==> config.mk <==
export PLATFORM = sky130hd
export DESIGN_NAME = trans_traffic_gen
export DESIGN_NICKNAME = d
export VERILOG_FILES = /design/src/rtl/trans_traffic_gen.sv
export SDC_FILE = /design/constraint.sdc
export NUM_CORES = 1
export LEC_CHECK = 0
export CORE_MARGIN = 4
export CORE_UTILIZATION = 56
export CTS_CLUSTER_SIZE = 10
export DETAILED_ROUTE_END_ITERATION = 7
export PLACE_DENSITY = 0.8
export REMOVE_ABC_BUFFERS = 1
export SYNTH_ARGS = -nofsm -noshare
export SYNTH_HDL_FRONTEND = slang
export SYNTH_SLANG_ARGS = --single-unit
==> constraint.sdc <==
create_clock -name clk -period 2.91 [get_ports clk]
set_clock_uncertainty 0.15 [all_clocks]
set_input_delay 0.582 -clock clk [delete_from_list [all_inputs] [get_ports clk]]
set_output_delay 0.582 -clock clk [all_outputs]
set_load 0.01 [all_outputs]
==> src/rtl/trans_traffic_gen.sv <==
// Traffic source/sink for the PCIe transaction FIFO chain: init handshake,
// programmable packet push toward the main FIFO, and draining of the destination FIFOs.
module trans_traffic_gen #(
  parameter int          DATA_W      = 4,
  parameter int          VC_W        = 1,
  parameter int          DEST_W      = 1,
  parameter int          INIT_CYCLES = 1,
  parameter int          GAP_CYCLES  = 6,
  parameter logic [15:0] SEED        = 16'hACE1
) (
  input  logic                            clk,
  input  logic                            reset_L,
  input  logic                            start,
  input  logic                            mode,
  input  logic [15:0]                     num_words,
  input  logic                            pop_en,
  input  logic                            pausa,
  input  logic [2**DEST_W-1:0]            empty,
  output logic                            init,
  output logic                            push,
  output logic [VC_W+DEST_W+DATA_W-1:0]   data_out,
  output logic [2**DEST_W-1:0]            pop,
  output logic [15:0]                     sent_count,
  output logic                            busy,
  output logic                            done
);

  localparam int          PKT_W     = VC_W + DEST_W + DATA_W;
  localparam logic [15:0] LFSR_MASK = 16'hB400;
  localparam logic [15:0] INIT_LAST = 16'((INIT_CYCLES > 1) ? INIT_CYCLES - 1 : 0);
  localparam logic [15:0] GAP_LAST  = 16'((GAP_CYCLES > 1) ? GAP_CYCLES - 1 : 0);

  typedef enum logic [2:0] {
    S_IDLE,
    S_INIT,
    S_GAP,
    S_SEND,
    S_DRAIN,
    S_DONE
  } state_t;

  state_t            state;
  state_t            after_gap;
  logic              start_q;
  logic              mode_q;
  logic [15:0]       num_q;
  logic [15:0]       lfsr;
  logic [15:0]       lfsr_step;
  logic [15:0]       phase_cnt;
  logic              start_rise;
  logic              can_push;
  logic              last_push;
  logic [PKT_W+15:0] idx_ext;
  logic [PKT_W+15:0] lfsr_ext;
  logic [PKT_W-1:0]  next_word;

  assign start_rise = start & ~start_q;
  assign can_push   = ~pausa && (sent_count < num_q);
  assign last_push  = ((sent_count + 16'd1) == num_q);
  assign after_gap  = (num_q == 16'd0) ? S_DRAIN : S_SEND;

  // Zero-extend before slicing so any PKT_W width picks the low bits cleanly.
  assign idx_ext   = {{PKT_W{1'b0}}, sent_count};
  assign lfsr_ext  = {{PKT_W{1'b0}}, lfsr};
  assign next_word = mode_q ? lfsr_ext[PKT_W-1:0] : idx_ext[PKT_W-1:0];
  assign lfsr_step = lfsr[0] ? ((lfsr >> 1) ^ LFSR_MASK) : (lfsr >> 1);

  always_ff @(posedge clk) begin
    if (!reset_L) begin
      state      <= S_IDLE;
      start_q    <= 1'b0;
      mode_q     <= 1'b0;
      num_q      <= 16'd0;
      lfsr       <= SEED;
      phase_cnt  <= 16'd0;
      init       <= 1'b0;
      push       <= 1'b0;
      data_out   <= '0;
      pop        <= '0;
      sent_count <= 16'd0;
      busy       <= 1'b0;
      done       <= 1'b0;
    end else begin
      start_q <= start;
      push    <= 1'b0;
      pop     <= '0;
      case (state)
        S_IDLE: begin
          if (start_rise) begin
            state      <= S_INIT;
            mode_q     <= mode;
            num_q      <= num_words;
            sent_count <= 16'd0;
            lfsr       <= SEED;
            data_out   <= '0;
            phase_cnt  <= 16'd0;
            init       <= 1'b1;
            busy       <= 1'b1;
            done       <= 1'b0;
          end
        end
        S_INIT: begin
          if (phase_cnt == INIT_LAST) begin
            init      <= 1'b0;
            phase_cnt <= 16'd0;
            state     <= (GAP_CYCLES == 0) ? after_gap : S_GAP;
          end else begin
            phase_cnt <= phase_cnt + 16'd1;
          end
        end
        S_GAP: begin
          if (phase_cnt == GAP_LAST) begin
            phase_cnt <= 16'd0;
            state     <= after_gap;
          end else begin
            phase_cnt <= phase_cnt + 16'd1;
          end
        end
        S_SEND: begin
          if (pop_en) pop <= ~empty;
          // Pattern and LFSR only advance on an accepted push, so a pause never skips a word.
          if (can_push) begin
            push       <= 1'b1;
            data_out   <= next_word;
            sent_count <= sent_count + 16'd1;
            lfsr       <= lfsr_step;
            if (last_push) state <= S_DRAIN;
          end else if (sent_count >= num_q) begin
            state <= S_DRAIN;
          end
        end
        S_DRAIN: begin
          if ((&empty) && (pop == '0)) begin
            state <= S_DONE;
            busy  <= 1'b0;
            done  <= 1'b1;
          end else begin
            pop <= ~empty;
          end
        end
        S_DONE: begin
          if (!start) begin
            state <= S_IDLE;
            done  <= 1'b0;
          end
        end
        default: state <= S_IDLE;
      endcase
    end
  end

endmodule
==> metrics <==
overflow left after global routing 0; Post-DRT Antenna Nets 0; deepest clock path buffer count 2; async set-reset flop share out of synthesis 0%; share of the core filled with cells in the final layout ~69%; Residual DRC 0; combined area of the multi-input logic cells ~2600 µm²; width of the die slightly below 100 µm; slew of the pin with the lowest slew margin ~700 ps; number of global-route vias before repair around 3,900; library cell contributing the largest single delay on the critical path dfxtp_2; post-layout minimum cycle time ~2700 ps; fillcell total around 660; Inserted Diodes 0; cell leakage power about 2.1 nW; run status finished, final reports clean; hold bufs inserted after CTS 0; library cell with the highest instance count after synthesis dfxtp_1; most common library cells after synthesis dfxtp_1, nand2_1, nor2_1; Tot GR Track Use around a quarter; number of setup buffers added after CTS 0; syn_area_per_cell around 8.0 µm²; half-perimeter wire length of the detailed placement result around 8200 µm; largest net degree at the start of global routing 31; clock net sink count a little over 80; Arrival @ worst endpoint around 2900 ps; count of standard-cell rows 32; number of warnings reported in the yosys synthesis log 0; net total in the final layout about 660; share of post-route cells with drive strength above 1 11.29%; number of flops mapped to enable cells by yosys 0; final setup violation count 0; maximum vdd drop 327.5 µV; top_reg_cell synth dfxtp_1; initial drt markers approximately 260; Total Wirelength approximately 11,000 µm; fin cells 722; number of H-tree levels 3; gate count of the mapped netlist roughly 560; Data required, critical path about 3100 ps; Max Cap Viol 0; Critical Setup Path Class register to register; CP cell instances ha_2, nand3_1, nor2_2, nand2_1, xnor2_1, nor4_1, nand4_2, a31oi_2, mux2i_1; routability-driven placement congestion ratio roughly 0.90; crit-path max FO 7; Critical Path Source Type register; Num CTS Buffers 9; post-placement cell area 5161 µm²; Register Area between 1500 and 2000 µm²; library cell with the largest summed area after synthesis dfxtp_1; I/O pins 52; max-slew headroom at the worst pin between 50% and 60%; Critical Path End Type register; clock edge transition at the registers on the reported setup and hold paths around 90 ps; synthesized area between 4000 and 5000 µm²; final count of pins violating max slew 0; area growth from synthesis to layout 19.11%; Final Hold Vio Count 0; Power per Cell Area ~600 nW/µm²; global-route wire length before repair between 15,000 and 20,000 µm; top area cells in the synthesized netlist dfxtp_1, nand2_1, ha_1; setup repair after global routing missed its margin false; maximum cell stage delay along the critical path between 400 and 500 ps; fin area between 5000 and 6000 µm²; DR vias/cell about 5.7; top cell family by delay on the critical path simple AND/OR/NAND/NOR gates; starting density of the core 58.17%; class of the most critical hold timing path register to register; Core Footprint about 7800 µm²; top cell type's share of synthesized area between 30% and 40%; number of buffer and inverter instances along the worst setup path 0; number of port buffers 51; number of register bits inferred by synthesis slightly above 80; root buffer selected by CTS clkbuf_8; die area between 9000 and 10,000 µm²; initial antenna violation count 0; Placed Instances 706; FMAX ~370 MHz; iteration count of the initial detailed-routing pass 8; Worst-Skew Late Latency about 370 ps; die height 97.82 µm; CTS tree done; total number of vias a little over 4,000; number of library cell types mapped by synthesis 62; WL per Instance ~16 µm; fin crit share approximately 93%; share of synthesized area occupied by flip-flops and latches between 30% and 40%
## repair_timing
action,4_1_cts,5_1_grt
setup endpoints to repair,1,3
gates cloned,0,0
resized for setup,1,4
## final timing paths
kind	start	endpoint	slack, ps	depth (start not counted)
setup / recovery	sent_count[1]	state[0]	200	9
hold / removal	lfsr[12]	lfsr[12]	310	2
setup reg to reg	sent_count[1]	state[0]	200	9
hold reg to reg	lfsr[12]	lfsr[12]	310	2
## cell usage in the layout, fill, tap and decap left out, types with 4 or more instances in the layout
| cell type | netlist | final |
|---|---|---|
| inv_1 | 28 | 28 |
| dfxtp_1 | 81 | 79 |
| nor2_1 | 60 | 59 |
| nand4_1 | 10 | 10 |
| nor3_1 | 15 | 14 |
| mux2i_1 | 4 | 4 |
| a21oi_1 | 48 | 47 |
| o21ai_0 | 23 | 23 |
| nand2b_1 | 5 | 5 |
| ha_1 | 20 | 19 |
| nor4_1 | 7 | 7 |
| mux2_2 | 6 | 6 |
| buf_4 | 2 | 21 |
| inv_6 | 0 | 4 |
| o211a_1 | 9 | 9 |
| nand2_1 | 79 | 79 |
| nand3_1 | 39 | 39 |
| o22ai_1 | 4 | 4 |
| clkdlybuf4s50_1 | 0 | 51 |
| xor2_1 | 17 | 17 |
| clkbuf_8 | 2 | 9 |
| a21o_1 | 4 | 4 |
| xnor2_1 | 22 | 22 |
| and3_1 | 5 | 5 |
## layout make-up
class	instances	share of cell area, %
Multi-Input combinational cell	422	48.85
Sequential cell	81	30.18
Timing Repair Buffer	73	12.79
Tap cell	102	2.372
Clock buffer	9	2.302
Inverter	28	1.953
Clock inverter	7	1.558
## worst min-delay path: stages, from the launching register on
cell	delay, ps
dfxtp_1	320
nand2_1	50
a21oi_1	50
## registers in the layout, summed over array words and instances, names as in the netlist, 2 cells and up
register,cells
state,3
num_q,16
sent_count,16
phase_cnt,16
data_out,6
lfsr,16
pop,2
## per-layer routing
layer | up-vias | routed length [µm] | global-route usage, %
li1 | 2056 | - | -
met1 | 1897 | 4874 | 30.14
met2 | 135 | 5566 | 40.47
met3 | 27 | 662 | 4.500
met4 | 0 | 263 | 9.052
met5 | - | 0 | 0
## through the flow
step	hold WS (ps)	TNS [ps]	setup slack, ps	power [mW]
2_1_floorplan	282.1	-8507	-308.0	1.976
3_3_place_gp	288.4	-16.69	-16.69	2.395
3_5_place_dp	299.4	0	11.83	2.431
4_1_cts	314.5	0	83.77	3.314
5_1_grt	345.1	0	15.86	3.488
6_report	312.0	0	199.2	3.313
## where the power goes
part	internal (mW)	switching, mW
clock	0.415	0.474
combinational	0.445	0.699
sequential	1.19	0.0929
## cells by family after synthesis
logic type	Yosys count	synth area share, %
adder cells (fa/ha/maj)	20	5.539
multiplexers	11	2.714
buffers and inverters	61	6.508
flip-flops	81	35.89
XOR/XNOR	39	7.560
AND/OR/NAND/NOR	241	25.89
AO/OA/AOI/OAI	111	15.90
(Power assumes the default switching activity.)
